File: src/rtl/dsp_fb_pkg.sv
// Shared widths, bunch-index sizing and the output slice/saturate helper
// for the multi-bunch charge-weighted feedback MAC.
package dsp_fb_pkg;

    localparam int CHARGE_W_DEF   = 21;
    localparam int SIGNAL_W_DEF   = 15;
    localparam int ACC_W_DEF      = 48;
    localparam int OUT_W_DEF      = 13;
    localparam int OUT_LSB_DEF    = 12;
    localparam int N_BUNCH_DEF    = 4;
    localparam int WINDOW_DEF     = 14;
    localparam int CAPTURE_AT_DEF = 1;
    localparam int CNT_W_DEF      = 8;

    // Working width of the slice helper; must cover ACC_W and OUT_W.
    localparam int SLICE_MAX_W = 64;

    typedef struct packed {
        logic [SLICE_MAX_W-1:0] val;
        logic                   sat;
    } slice_t;

    // A single-bunch table still needs a 1-bit index port.
    function automatic int idx_w(input int n);
        return (n <= 1) ? 1 : $clog2(n);
    endfunction

    // v is the already-shifted, sign-extended accumulator value. The flag
    // reports out-of-range independently of whether clamping is enabled.
    function automatic slice_t slice_sat(input logic signed [SLICE_MAX_W-1:0] v,
                                         input int unsigned out_w,
                                         input logic sat_en);
        logic signed [SLICE_MAX_W-1:0] hi;
        logic signed [SLICE_MAX_W-1:0] lo;
        slice_t r;
        hi    = (SLICE_MAX_W'(1) <<< (out_w - 1)) - SLICE_MAX_W'(1);
        lo    = ~hi;
        r.sat = (v > hi) || (v < lo);
        if (sat_en && (v > hi)) begin
            r.val = hi;
        end else if (sat_en && (v < lo)) begin
            r.val = lo;
        end else begin
            r.val = v;
        end
        return r;
    endfunction

endpackage

File: src/rtl/dsp_fb_corr_table.sv
// Per-bunch correction table: clear when store is low, capture S4 at the
// programmed counter value, and a registered read-out of the current bunch.
module dsp_fb_corr_table
    import dsp_fb_pkg::*;
#(
    parameter int ACC_W      = ACC_W_DEF,
    parameter int N_BUNCH    = N_BUNCH_DEF,
    parameter int IDX_W      = 2,
    parameter int CNT_W      = CNT_W_DEF,
    parameter int CAPTURE_AT = CAPTURE_AT_DEF
)(
    input  logic                    clk,
    input  logic                    rst_n,
    input  logic                    store_strb,
    input  logic [CNT_W-1:0]        cnt,
    input  logic [IDX_W-1:0]        idx,
    input  logic signed [ACC_W-1:0] s4,
    output logic signed [ACC_W-1:0] corr_q
);

    logic signed [ACC_W-1:0] table_q [N_BUNCH];
    logic signed [ACC_W-1:0] table_d [N_BUNCH];
    logic signed [ACC_W-1:0] corr_d;

    always_comb begin
        for (int i = 0; i < N_BUNCH; i++) begin
            table_d[i] = table_q[i];
        end
        if (!store_strb) begin
            for (int i = 0; i < N_BUNCH; i++) begin
                table_d[i] = '0;
            end
        end else if (cnt == CNT_W'(CAPTURE_AT)) begin
            if (int'(idx) < N_BUNCH) begin
                table_d[idx] = s4;
            end
        end
    end

    // Reads the pre-write contents, so a same-cycle capture is seen one cycle later.
    always_comb begin
        corr_d = '0;
        if (int'(idx) < N_BUNCH) begin
            corr_d = table_q[idx];
        end
    end

    always_ff @(posedge clk or negedge rst_n) begin
        if (!rst_n) begin
            for (int i = 0; i < N_BUNCH; i++) begin
                table_q[i] <= '0;
            end
            corr_q <= '0;
        end else begin
            for (int i = 0; i < N_BUNCH; i++) begin
                table_q[i] <= table_d[i];
            end
            corr_q <= corr_d;
        end
    end

endmodule

File: src/rtl/dsp_bunch_fb_mac.sv
// Multi-bunch charge x signal feedback MAC: six-register pipeline with a
// windowed per-bunch correction add-back and a saturating output slice.
module dsp_bunch_fb_mac
    import dsp_fb_pkg::*;
#(
    parameter int CHARGE_W   = CHARGE_W_DEF,
    parameter int SIGNAL_W   = SIGNAL_W_DEF,
    parameter int ACC_W      = ACC_W_DEF,
    parameter int OUT_W      = OUT_W_DEF,
    parameter int OUT_LSB    = OUT_LSB_DEF,
    parameter int N_BUNCH    = N_BUNCH_DEF,
    parameter int WINDOW     = WINDOW_DEF,
    parameter int CAPTURE_AT = CAPTURE_AT_DEF,
    parameter int CNT_W      = CNT_W_DEF,
    localparam int IDX_W     = idx_w(N_BUNCH)
)(
    input  logic                       clk,
    input  logic                       rst_n,
    input  logic signed [CHARGE_W-1:0] charge_in,
    input  logic signed [SIGNAL_W-1:0] signal_in,
    input  logic                       delay_en,
    input  logic                       store_strb,
    input  logic                       bunch_strb,
    input  logic                       train_strb,
    input  logic                       sat_en,
    output logic signed [OUT_W-1:0]    dsp_out,
    output logic                       sat_flag,
    output logic [IDX_W-1:0]           bunch_idx
);

    logic signed [CHARGE_W-1:0] chg_q, chg_d;
    logic signed [SIGNAL_W-1:0] sig_q, sig_d;
    logic signed [ACC_W-1:0]    s1_q, s1_d;
    logic signed [ACC_W-1:0]    s2_q, s2_d;
    logic signed [ACC_W-1:0]    s3_q, s3_d;
    logic signed [ACC_W-1:0]    s4_q, s4_d;
    logic signed [OUT_W-1:0]    dsp_q, dsp_d;
    logic                       sat_q, sat_d;
    logic [CNT_W-1:0]           cnt_q, cnt_d;
    logic [IDX_W-1:0]           idx_q, idx_d;
    logic                       bstrb_q, bstrb_d;

    logic signed [ACC_W-1:0]       corr_q;
    logic                          add;
    logic signed [SLICE_MAX_W-1:0] v_ext;
    slice_t                        sl;

    // Datapath: input regs, product, two delays, add-back, slice.
    always_comb begin
        chg_d = charge_in;
        sig_d = signal_in;
        s1_d  = ACC_W'(chg_q) * ACC_W'(sig_q);
        s2_d  = s1_q;
        s3_d  = s2_q;
        add   = delay_en && (cnt_q < CNT_W'(WINDOW));
        s4_d  = s3_q + (add ? corr_q : '0);
        v_ext = SLICE_MAX_W'(s4_q >>> OUT_LSB);
        sl    = slice_sat(v_ext, OUT_W, sat_en);
        dsp_d = sl.val[OUT_W-1:0];
        sat_d = sl.sat;
    end

    // Counter sticks at all-ones so a long gap never re-opens the window.
    always_comb begin
        bstrb_d = bunch_strb;
        if (bunch_strb) begin
            cnt_d = '0;
        end else if (cnt_q == '1) begin
            cnt_d = cnt_q;
        end else begin
            cnt_d = cnt_q + CNT_W'(1);
        end
        if (train_strb) begin
            idx_d = '0;
        end else if (bunch_strb && !bstrb_q) begin
            idx_d = (idx_q == IDX_W'(N_BUNCH - 1)) ? '0 : idx_q + IDX_W'(1);
        end else begin
            idx_d = idx_q;
        end
    end

    always_ff @(posedge clk or negedge rst_n) begin
        if (!rst_n) begin
            chg_q   <= '0;
            sig_q   <= '0;
            s1_q    <= '0;
            s2_q    <= '0;
            s3_q    <= '0;
            s4_q    <= '0;
            dsp_q   <= '0;
            sat_q   <= 1'b0;
            cnt_q   <= '0;
            idx_q   <= '0;
            bstrb_q <= 1'b0;
        end else begin
            chg_q   <= chg_d;
            sig_q   <= sig_d;
            s1_q    <= s1_d;
            s2_q    <= s2_d;
            s3_q    <= s3_d;
            s4_q    <= s4_d;
            dsp_q   <= dsp_d;
            sat_q   <= sat_d;
            cnt_q   <= cnt_d;
            idx_q   <= idx_d;
            bstrb_q <= bstrb_d;
        end
    end

    dsp_fb_corr_table #(
        .ACC_W      (ACC_W),
        .N_BUNCH    (N_BUNCH),
        .IDX_W      (IDX_W),
        .CNT_W      (CNT_W),
        .CAPTURE_AT (CAPTURE_AT)
    ) u_corr_table (
        .clk        (clk),
        .rst_n      (rst_n),
        .store_strb (store_strb),
        .cnt        (cnt_q),
        .idx        (idx_q),
        .s4         (s4_q),
        .corr_q     (corr_q)
    );

    assign dsp_out   = dsp_q;
    assign sat_flag  = sat_q;
    assign bunch_idx = idx_q;

endmodule

File: config.mk
export PLATFORM = sky130hd
export DESIGN_NAME = dsp_bunch_fb_mac
export DESIGN_NICKNAME = d
export VERILOG_FILES = /design/src/rtl/dsp_fb_pkg.sv /design/src/rtl/dsp_fb_corr_table.sv /design/src/rtl/dsp_bunch_fb_mac.sv
export SDC_FILE = /design/constraint.sdc
export NUM_CORES = 2
export LEC_CHECK = 0
export BUFFER_PORTS_ARGS = -buffer_cell sky130_fd_sc_hd__buf_2
export CAP_MARGIN = 30
export CORE_MARGIN = 3
export CORE_UTILIZATION = 35
export CTS_CLUSTER_SIZE = 12
export DETAILED_ROUTE_END_ITERATION = 7
export SLEW_MARGIN = 5
export SYNTH_ARGS = -nofsm -noshare
export SYNTH_HDL_FRONTEND = slang
export SYNTH_SLANG_ARGS = --single-unit
File: constraint.sdc
create_clock -name clk -period 14.9 [get_ports clk]
set_input_delay 1.49 -clock clk [delete_from_list [all_inputs] [get_ports clk]]
set_output_delay 1.49 -clock clk [all_outputs]
set_load 0.02 [all_outputs]
==> flow_summary.json <==
{
  "run_status": "completed",
  "layout_commonest_cell": "nand2_1",
  "worstSetupPathType": "flop to flop",
  "synth_top_family_by_area": "adder cells",
  "cp_max_fo": 21,
  "final_nets": 3463,
  "cp-end-kind": "flop",
  "synthMuxAreaShare": 0.03596,
  "cap_viol_max_count": 0,
  "top_layer": "met4",
  "met1_length_mm": 34.50,
  "multiInputGateArea_um2": 17240,
  "hp-class": "flop to flop",
  "die_area_um2": 91080,
  "p_per_area_nw_per_um2": 235.0,
  "clk_latency_ns": 0.64,
  "path_cells": "nand2_1 -> inv_1 -> fa_1 -> fa_1 -> fa_1 -> fa_1 -> fa_1 -> inv_1 -> fa_1 -> inv_1 -> ha_1 -> a2111o_1 -> a21oi_1 -> a21oi_1 -> a41oi_1 -> o21ai_1 -> nand3b_1 -> a31oi_1 -> xnor2_1",
  "grt_max_degree": 172,
  "grt_pass1_wl_mm": 118.4,
  "period_needed_ns": 6.735,
  "synth_area_leader_cell": "dfrtp_1",
  "fin_skew_ns": 0.06156,
  "path_buf_inv": 3,
  "antenna_found_initial": 0,
  "yosys.area_share.simple": 0.1412,
  "setup_violations": 0,
  "fin_setup_tns_ns": 0,
  "antenna_left": 0,
  "max_freq_mhz": 148.5,
  "place.gp.congestion": 0.8602,
  "finalHoldViolations": 0,
  "num_vias": 20170,
  "wl_per_cell_um": 17.21,
  "synth_seq_cells": 457,
  "synth_edf_count": 0,
  "dp_slack_ns": 8.172,
  "diodes": 0,
  "place.port_buffers": 58,
  "final.setup.worst_slack_ns": 8.165,
  "rsz0062_at_grt": "no",
  "max_slew_margin": 0.3325,
  "ctsHoldBuffers": 0,
  "die_h_um": 301.8,
  "mostFrequentLayoutCells": "nand2_1 (639), dfrtp_1 (455), inv_1 (373), fa_1 (301), a21boi_0 (194)",
  "grt.total_usage": 0.1619,
  "cp.required_ns": 15.35,
  "grt_overflow_total": 0,
  "ys_types": 68,
  "synth_nets": 3484,
  "cts_tree": "yes",
  "clk_pin_slew_ns": 0.06,
  "drt-total-wl_mm": 71.48,
  "ir_worst_vdd_v": 0.0002097,
  "clk_path_buf_depth": 3,
  "routed_via_density": 4.855,
  "numCtsBuffers": 51,
  "finalCritPeriodShare": 0.4520,
  "synth-async-reset-ratio": 1.000,
  "cts_resized": 0,
  "synth-compound-area-share": 0.1035,
  "synth_cells": 2993,
  "synth_top_area_share": 0.3735,
  "worstSetupStartpointType": "flop",
  "seq_area_frac_synth": 0.3735,
  "drive_gt1_frac": 0.07874,
  "core_um2": 85950,
  "syn_area_per_cell_um2": 10.23,
  "post_cts_buffers": 0,
  "post-route-drc-count": 0,
  "clock_sinks": 457,
  "arrival_ns": 7.19,
  "area_growth_pct": 10.20,
  "grt_pass1_vias": 21520,
  "fillerInstances": 8414,
  "start_util": 0.3563,
  "synth.area.top_cells": "dfrtp_1 (37%), fa_1 (20%), nand2_1 (7.9%), ha_1 (6.0%), a21boi_0 (4.8%)",
  "wl_met3_mm": 3.956,
  "dr_wl_met2_mm": 31.75,
  "synthXorXnorAreaFrac": 0.02460,
  "max_stage_delay_ns": 0.83,
  "ys.flop_type": "dfrtp_1",
  "regArea_um2": 11440,
  "ios": 59,
  "ctsHtreeMaxLevel": 2,
  "critPathTopFamily": "adder cells",
  "cts_root_buf": "clkbuf_16",
  "synthAdderAreaFrac": 0.2568,
  "crit_slowest_cell": "dfrtp_1",
  "chipWidth_um": 301.8,
  "syn_area_um2": 30620,
  "slew_viol_final": 0,
  "drtIter0Drc": 1346,
  "yosysWarnings": 0,
  "hpwl_mm": 47.97,
  "worst_pin_slew_ns": 1.001,
  "critPathMostFrequentCell": "fa_1",
  "power.leakage_uw": 0.01593,
  "dr.pass1.iters": 5,
  "rows": 107
}
==> cells in the mapped netlist (6+ instances only) <==
cell / n
nand2_1: 643
nor2b_1: 6
a21boi_0: 194
buf_1: 9
a21oi_1: 87
fa_1: 301
ha_1: 147
mux4_2: 48
nand4_1: 20
nor4_1: 7
nand3_1: 25
o21ai_1: 10
and2_1: 166
xnor2_1: 59
a21o_1: 43
a41oi_1: 7
dfrtp_1: 457
o21a_1: 8
nand2b_1: 9
o21ai_0: 34
a31oi_1: 8
o21bai_1: 13
and3_1: 12
xor2_1: 27
a211oi_1: 7
nor2_1: 70
inv_1: 373
clkbuf_1: 135
o211ai_1: 8
==> stage by stage <==
step	power, uW	area [um^2]	hold WS (ns)	util	cells
2_1_floorplan	5614	30620	0.3312	-	2993
3_3_place_gp	6658	31930	0.3313	0.3715	4060
3_5_place_dp	6694	31960	0.3347	0.3719	4061
4_1_cts	8014	33690	0.2756	0.3920	4152
5_1_grt	8841	33740	0.2995	0.3926	4154
6_report	7930	33740	0.2984	0.3926	4154
==> final timing paths <==
path	start	end	slack, ns	depth (start not counted)
worst max-delay path	sig_q[0]$_DFF_PN0_	s1_q[35]$_DFF_PN0_	8.16	19
worst min-delay path	s2_q[24]$_DFF_PN0_	s3_q[24]$_DFF_PN0_	0.30	0
worst max register to register	sig_q[0]$_DFF_PN0_	s1_q[35]$_DFF_PN0_	8.16	19
worst min register to register	s2_q[24]$_DFF_PN0_	s3_q[24]$_DFF_PN0_	0.30	0
max in group asynchronous	rst_n	sig_q[13]$_DFF_PN0_	11.94	3
min in group asynchronous	rst_n	dsp_out[3]$_DFF_PN0_	0.88	1
==> power by group <==
part / internal (uW) / switching (uW)
combinational: 2100 / 2740
clock: 743 / 533
sequential: 1580 / 226
==> sequential cells by signal, indices dropped and copies added (netlist names) <==
name                  flops
u_corr_table.table_q    192
s4_q                     48
u_corr_table.corr_q      48
s1_q                     36
s2_q                     36
s3_q                     36
chg_q                    21
sig_q                    15
dsp_out                  13
cnt_q                     8
bunch_idx                 2
bstrb_q                   1
sat_flag                  1
==> cell families after synthesis <==
group           count (synthesis)
flops                         457
compound gates                452
simple gates                  977
xor+xnor                       86
fa+ha+maj                     448
buf+inv                       523
mux                            50
==> layer usage <==
metal / global-route usage / up-vias
met5: 0 / -
met4: 0.03473 / 0
met3: 0.02957 / 92
met2: 0.2528 / 480
met1: 0.2361 / 10150
li1: - / 9442
==> cell type report <==
class                      instances  area share
multi-input combinational       2013      0.5108
sequential                       457      0.3390
clock buffer                      78     0.04498
tap                             1144     0.04242
inverter                         374     0.04160
timing repair buffer              75     0.01491
clock inverter                    13    0.006266
Power figures use the tool's default switching activity.
